`src/rtl/sram_rd_arbiter.sv`:
```
// rtl/sram_rd_arbiter.sv - two-requester SRAM read arbiter onto a single AXI read channel
module sram_rd_arbiter #(
  parameter int MAX_OUTS = 3
) (
  input  logic        clk,
  input  logic        reset,
  input  logic        inst_req,
  input  logic [31:0] inst_addr,
  input  logic [1:0]  inst_size,
  output logic        inst_addr_ok,
  output logic        inst_data_ok,
  output logic [31:0] inst_rdata,
  input  logic        data_req,
  input  logic [31:0] data_addr,
  input  logic [1:0]  data_size,
  output logic        data_addr_ok,
  output logic        data_data_ok,
  output logic [31:0] data_rdata,
  output logic [3:0]  arid,
  output logic [31:0] araddr,
  output logic [2:0]  arsize,
  output logic [7:0]  arlen,
  output logic [1:0]  arburst,
  output logic        arvalid,
  input  logic        arready,
  input  logic [3:0]  rid,
  input  logic [31:0] rdata,
  input  logic        rvalid,
  output logic        rready
);

  typedef enum logic {S_IDLE, S_AR_BUSY} state_t;

  localparam logic [1:0] LP_MAX = 2'(MAX_OUTS);

  state_t      r_state;
  state_t      w_state_nxt;
  logic        r_arvalid;
  logic [31:0] r_araddr;
  logic [3:0]  r_arid;
  logic [2:0]  r_arsize;
  logic        r_rready;
  logic [1:0]  r_inst_outs;
  logic [1:0]  r_data_outs;
  logic [1:0]  r_starve;

  logic w_inst_elig;
  logic w_data_elig;
  logic w_grant_inst;
  logic w_grant_data;
  logic w_hs;
  logic w_r_fire;
  logic w_inst_dec;
  logic w_data_dec;
  logic w_unused_rid;

  // Only rid[0] selects the requester; the upper ID bits carry no meaning here.
  assign w_unused_rid = ^rid[3:1];

  assign w_inst_elig = inst_req && (r_inst_outs < LP_MAX);
  assign w_data_elig = data_req && (r_data_outs < LP_MAX);

  // A beat for a requester with nothing outstanding is stale (e.g. pre-reset) and is dropped.
  assign w_r_fire   = rvalid && r_rready;
  assign w_inst_dec = w_r_fire && !rid[0] && (r_inst_outs != 2'd0);
  assign w_data_dec = w_r_fire &&  rid[0] && (r_data_outs != 2'd0);

  assign inst_addr_ok = w_hs && !r_arid[0] && inst_req;
  assign data_addr_ok = w_hs &&  r_arid[0] && data_req;
  assign inst_data_ok = w_inst_dec;
  assign data_data_ok = w_data_dec;
  assign inst_rdata   = rdata;
  assign data_rdata   = rdata;

  assign arid    = r_arid;
  assign araddr  = r_araddr;
  assign arsize  = r_arsize;
  assign arlen   = 8'd0;
  assign arburst = 2'b01;
  assign arvalid = r_arvalid;
  assign rready  = r_rready;

  // AR controller state register.
  always_ff @(posedge clk or posedge reset) begin
    if (reset) r_state <= S_IDLE;
    else       r_state <= w_state_nxt;
  end

  // Grant selection in IDLE (data first unless inst has been starved 3 times) and handshake detect.
  always_comb begin
    w_state_nxt  = r_state;
    w_grant_inst = 1'b0;
    w_grant_data = 1'b0;
    w_hs         = 1'b0;
    case (r_state)
      S_IDLE: begin
        if (w_inst_elig && (!w_data_elig || (r_starve == 2'd3))) w_grant_inst = 1'b1;
        else if (w_data_elig)                                    w_grant_data = 1'b1;
        if (w_grant_inst || w_grant_data) w_state_nxt = S_AR_BUSY;
      end
      S_AR_BUSY: begin
        if (r_arvalid && arready) begin
          w_hs        = 1'b1;
          w_state_nxt = S_IDLE;
        end
      end
      default: w_state_nxt = S_IDLE;
    endcase
  end

  // AR payload latched on grant and held untouched until the next grant.
  always_ff @(posedge clk or posedge reset) begin
    if (reset) begin
      r_arvalid <= 1'b0;
      r_araddr  <= 32'd0;
      r_arid    <= 4'd0;
      r_arsize  <= 3'd0;
    end else if (w_grant_inst) begin
      r_arvalid <= 1'b1;
      r_araddr  <= inst_addr;
      r_arid    <= 4'd0;
      r_arsize  <= {1'b0, inst_size};
    end else if (w_grant_data) begin
      r_arvalid <= 1'b1;
      r_araddr  <= data_addr;
      r_arid    <= 4'd1;
      r_arsize  <= {1'b0, data_size};
    end else if (w_hs) begin
      r_arvalid <= 1'b0;
    end
  end

  // rready comes up on the first edge after reset and stays up.
  always_ff @(posedge clk or posedge reset) begin
    if (reset) r_rready <= 1'b0;
    else       r_rready <= 1'b1;
  end

  // Outstanding counters: +1 on addr_ok, -1 on accepted beat, both cancel.
  always_ff @(posedge clk or posedge reset) begin
    if (reset) begin
      r_inst_outs <= 2'd0;
      r_data_outs <= 2'd0;
    end else begin
      if (inst_addr_ok && !w_inst_dec)      r_inst_outs <= r_inst_outs + 2'd1;
      else if (!inst_addr_ok && w_inst_dec) r_inst_outs <= r_inst_outs - 2'd1;
      if (data_addr_ok && !w_data_dec)      r_data_outs <= r_data_outs + 2'd1;
      else if (!data_addr_ok && w_data_dec) r_data_outs <= r_data_outs - 2'd1;
    end
  end

  // Starvation counter: counts data acceptances while inst waits, cleared otherwise.
  always_ff @(posedge clk or posedge reset) begin
    if (reset) begin
      r_starve <= 2'd0;
    end else if (w_hs) begin
      if (r_arid[0] && inst_req) begin
        if (r_starve != 2'd3) r_starve <= r_starve + 2'd1;
      end else begin
        r_starve <= 2'd0;
      end
    end
  end

endmodule

```
`config.mk`:
```
export PLATFORM = sky130hd
export DESIGN_NAME = sram_rd_arbiter
export DESIGN_NICKNAME = d
export VERILOG_FILES = /design/src/rtl/sram_rd_arbiter.sv
export SDC_FILE = /design/constraint.sdc
export NUM_CORES = 1
export LEC_CHECK = 0
export ABC_AREA = 1
export CORE_MARGIN = 2
export CORE_UTILIZATION = 38
export DETAILED_ROUTE_END_ITERATION = 12
export MAX_ROUTING_LAYER = met4
export PLACE_DENSITY = 0.91
export SYNTH_ARGS = -nofsm -noshare
export SYNTH_HDL_FRONTEND = slang
export SYNTH_SLANG_ARGS = --single-unit
export TNS_END_PERCENT = 20
```
`constraint.sdc`:
```
create_clock -name clk -period 3.9 [get_ports clk]
set_input_delay 0.78 -clock clk [delete_from_list [all_inputs] [get_ports clk]]
set_output_delay 0.78 -clock clk [all_outputs]
set_load 0.02 [all_outputs]
```
Yosys cells after proc, flatten, opt, wreduce, memory -nomap -nowiden
Index checks and enable logic that the tools add are counted.
- bits in registers: 48
- output and inout port bits: 119
- word-level logic and storage cells: 81
- input port bits: 110
- add/sub/neg operators: 5
- $lt $le $gt $ge: 2
- muxes and demuxes: 27
- equality and inequality tests: 3
- bitwise operators: 1
- reductions and logical operators: 34
- operator list (operator ; count):
    $mux W32 ; 2
    $logic_and A1 B1 Y1 ; 18
    $mux W1 ; 14
    $mux W2 ; 6
    $reduce_bool A2 Y1 ; 5
    $mux W4 ; 2
    $logic_not A1 Y1 ; 7
    $add A2 B1 Y2 const B ; 3
    $mux W3 ; 2
    $lt A2 B2 Y1 const B ; 2
    $sub A2 B1 Y2 const B ; 2
    $reduce_bool A3 Y1 ; 1
    $eq A2 B2 Y1 const B ; 1
    $logic_or A1 B1 Y1 ; 2
    $ne A2 B1 Y1 const B ; 1
    $ne A2 B2 Y1 const B ; 1
    $pmux W1 S2 ; 1
    $reduce_and A2 Y1 ; 1
    $not A1 Y1 ; 1

Depth between registers and ports, before layout
- word-level depth: 10
- gate-level depth with buffers: 8

Least setup slack after synthesis
Ideal clock, no wire load.
- path kind: input port to flip-flop
- start point: in arready
- end point: reg r_inst_outs[1]
- cell stages on the path: 6
- required time: 3.776 ns
- data arrival time: 2.213 ns
- library setup time: 0.124 ns
- slack: 1.563 ns
- cells stage by stage: nand3_1 > nor3b_1 > ha_1 > a21oi_1 > o21ai_0 > xnor2_1
- longest elaborated chain between the ends: 8
- elaborated cells between the ends (all ways): 10
- ends and longest elaborated chain (element ; line ; text):
    start, declared ; 25 ; input logic arready,
    $logic_and A1 B1 Y1 * ; 102 ; if (r_arvalid && arready) begin
    $mux W1 * ; 102 ;
    $mux W1 * ; 95 ; case (r_state)
    $logic_and A1 B1 Y1 * (2 in series) ; 68 ; assign inst_addr_ok = w_hs && !r_arid[0] && inst_req;
    net inst_addr_ok ; 10 ; output logic inst_addr_ok,
    $logic_not A1 Y1 ; 146 ; else if (!inst_addr_ok && w_inst_dec) r_inst_outs <= r_inst_outs - 2'd1;
    $logic_and A1 B1 Y1 ; 146 ;
    $reduce_bool A2 Y1 (no line) ; - ;
    end signal, assigned ; 145 ; if (inst_addr_ok && !w_inst_dec) r_inst_outs <= r_inst_outs + 2'd1;
    end signal, assigned ; 146 ;
    end, declared ; 43 ; logic [1:0] r_inst_outs;
The timed path passes the listed nets; every way through them passes the cells marked *.
A chain may end at the register's enable or synchronous reset.

Final worst setup path
- start point: in arready
- end point: out inst_addr_ok
- longest elaborated chain between the ends: 5
- ends and longest elaborated chain (element ; line):
    $logic_and A1 B1 Y1 ; 102
    $mux W1 ; 102
    $mux W1 ; 95
    $logic_and A1 B1 Y1 (2 in series) ; 68
    end, declared ; 10
No other way between the ends.

==> metrics <==
most numerous cell on the critical path=clkdlybuf4s50_1; number of global-route vias before repair=2503; H-tree depth=2; CTS tree=built; yosys warns=0; status=finished clean; CTS Sinks=44; Non-Filler Instances=581; final setup vio count=0; final worst path period need=3150 ps; antenna cells=0; setup ws final=745 ps; slew margin rel.=37.3%; Setup Fix Bufs, Post-CTS=0; final hold viol count=0; pre-CTS worst setup slack=708 ps; multiplexer area fraction after synthesis=0%; critical path, cell by cell=clkdlybuf4s50_1 -> nand3_1 -> nor3b_1 -> clkdlybuf4s50_1; number of synthesized flops with an enable pin=0; GP Congestion=0.717; CP arrival=2370 ps; Synth Area in Compound Gates=1.79%; drt pass-1 iters=4; FMAX=0.317 GHz; Area contributors post-synth=dfrtp_1 (35%), buf_4 (19%), nand2_1 (12%), nand3_1 (11%), inv_1 (9.5%); number of max-cap violations=0; WP data required=3120 ps; Routed Wire Length=7.16 mm; Core ar.=0.00809 mm^2; hold_sp=araddr[15]; Ports=229; DRT iter0 DRCs=69; Post-synth top cells=nand2_1 (104), buf_4 (81), inv_1 (79); Post-Synth Simple-Gate Area=28.0%; unrepaired setup endpoints after global routing=no; critical-path maximum fanout=4; drt drc=0; Final Core Density=48.0%; row cnt=33; area grow syn2layout=23.9%; Avg WL per Cell=12.3 um; r2r worst-path depth=7; Leak Pwr=0.00206 uW; CTS Buf Count=5; global route overflow=0; CTS hold repair buffers=0; pin count of the biggest net entering global routing=45; Post-synth top flop=dfrtp_1; share of cells above drive strength 1=5.67%; slowest CP cell=clkdlybuf4s50_1; IO buf count=115; PD cells=676 mW/mm^2; WHS Path Cells=2; initial core utilization=38.8%; Final Max Slew Viols=0; Chip Width=94.9 um; Die H=94.9 um; Global Route Usage Sum=16.5%; delay of the slowest critical-path stage=660 ps; first-pass GRT wire length=11.4 mm; Synth cell types=23; placed insts=573; post-synth top area share=35.1%; worst-margin pin slew=940 ps; initial antenna violation count=0; asr flop ratio synth=100%; Post-CTS Resized=0; total negative slack=0 ps; vias=2597; clk slew on worst S/H paths=80 ps; # fillers=809; Post-Synthesis Cells=431; Crit Reg-Reg Endpoint=araddr[21]; syn_area_per_cell=7.28 um^2; synthesized cell area=0.00314 mm^2; cell taking the most area after synthesis=dfrtp_1; Routed Antenna Nets=0; post-synthesis adder-cell area fraction=1.20%; Crit Path Category=in -> out; FF+latch count, synth=44; reg2reg start=r_state; Die ar.=0.00900 mm^2; worst skew pair latency=300 ps; startpoint types=primary input; worst reg-to-reg setup slack=1870 ps; Hold Path Sink=araddr[15]; HPWL Detailed=5.07 mm; Vias per Instance=4.47; largest family of logic cells by synthesized area=buffers and inverters; peak supply drop=356 uV; Clock Tree Buf Depth=2; Layout Nets=588; Setup crit end kind=primary output; Min-Delay Path Class=reg -> reg; crit share post-route=80.9%; most frequent cell after synthesis=nand2_1; xor and xnor area share after synthesis=1.12%; register area share after synthesis=35.1%; clock skew=11.0 ps; clock root buffer=clkbuf_8
cell families after synthesis:
logic type | after synthesis
simple gates | 194
buf+inv | 175
flops | 44
compound gates | 9
xor+xnor | 4
fa+ha+maj | 3
other cells | 2
worst max path at each step:
stage	startpoint	to	slack (ps)	depth (start not counted)
global placement	arready	inst_addr_ok	760	4
global route	arready	inst_addr_ok	590	4
CTS	arready	inst_addr_ok	710	4
detailed placement	arready	inst_addr_ok	710	4
finish	arready	inst_addr_ok	750	4
floorplan	arready	r_inst_outs[1]	1560	6
power by group:
part	internal (uW)	switching [uW]
registers	682	150
clock network	190	158
logic	609	835
total	1480	1140
sequential cells by signal, indices dropped and copies added (netlist names):
register,flops
araddr,32
arid,1
rready,1
arsize,2
r_inst_outs,2
r_starve,2
r_state,1
arvalid,1
r_data_outs,2
worst max-delay path, delay by kind of cell:
family	cells	cell delay [ps]
and+or+nand+nor	2	450
buffers and inverters	2	1140
layer usage:
metal / vias to the layer above / part of all wire (%) / global-route usage (%)
met2: 111 / 50 / 27.9
met4: 0 / 3.0 / 7.85
met5: - / 0 / -
met1: 1173 / 40 / 18.4
li1: 1283 / - / -
met3: 30 / 7.1 / 3.83
cells in the final DEF (no fill, tap or decap), types with 2 or more instances in the layout:
cell,count
inv_2,3
nand2_1,104
nor3_1,2
clkbuf_8,5
nand3_1,72
ha_1,3
buf_4,2
dfrtp_1,44
inv_1,78
nand2_2,9
xnor2_1,4
conb_1,15
clkdlybuf4s50_1,115
a21oi_1,3
nor2_1,3
o21ai_0,5
layout make-up:
cell class	instances	area [um^2]	area share [%]
Clock buffer	5	68.8	1.77
Clock inverter	3	42.5	1.10
Inverter	82	313	8.05
Multi-Input combinational cell	225	1060	27.3
Sequential cell	44	1100	28.3
Tap cell	105	131	3.38
Timing Repair Buffer	117	1170	30.0
stage by stage:
step	hold slack, ps	total power (uW)	instance area, um^2
CTS	489	2660	3880
detailed placement	467	2290	3770
floorplan	468	1840	3190
global placement	464	2230	3770
finish	482	2620	3880
global route	497	2840	3880
(Power assumes the default switching activity.)
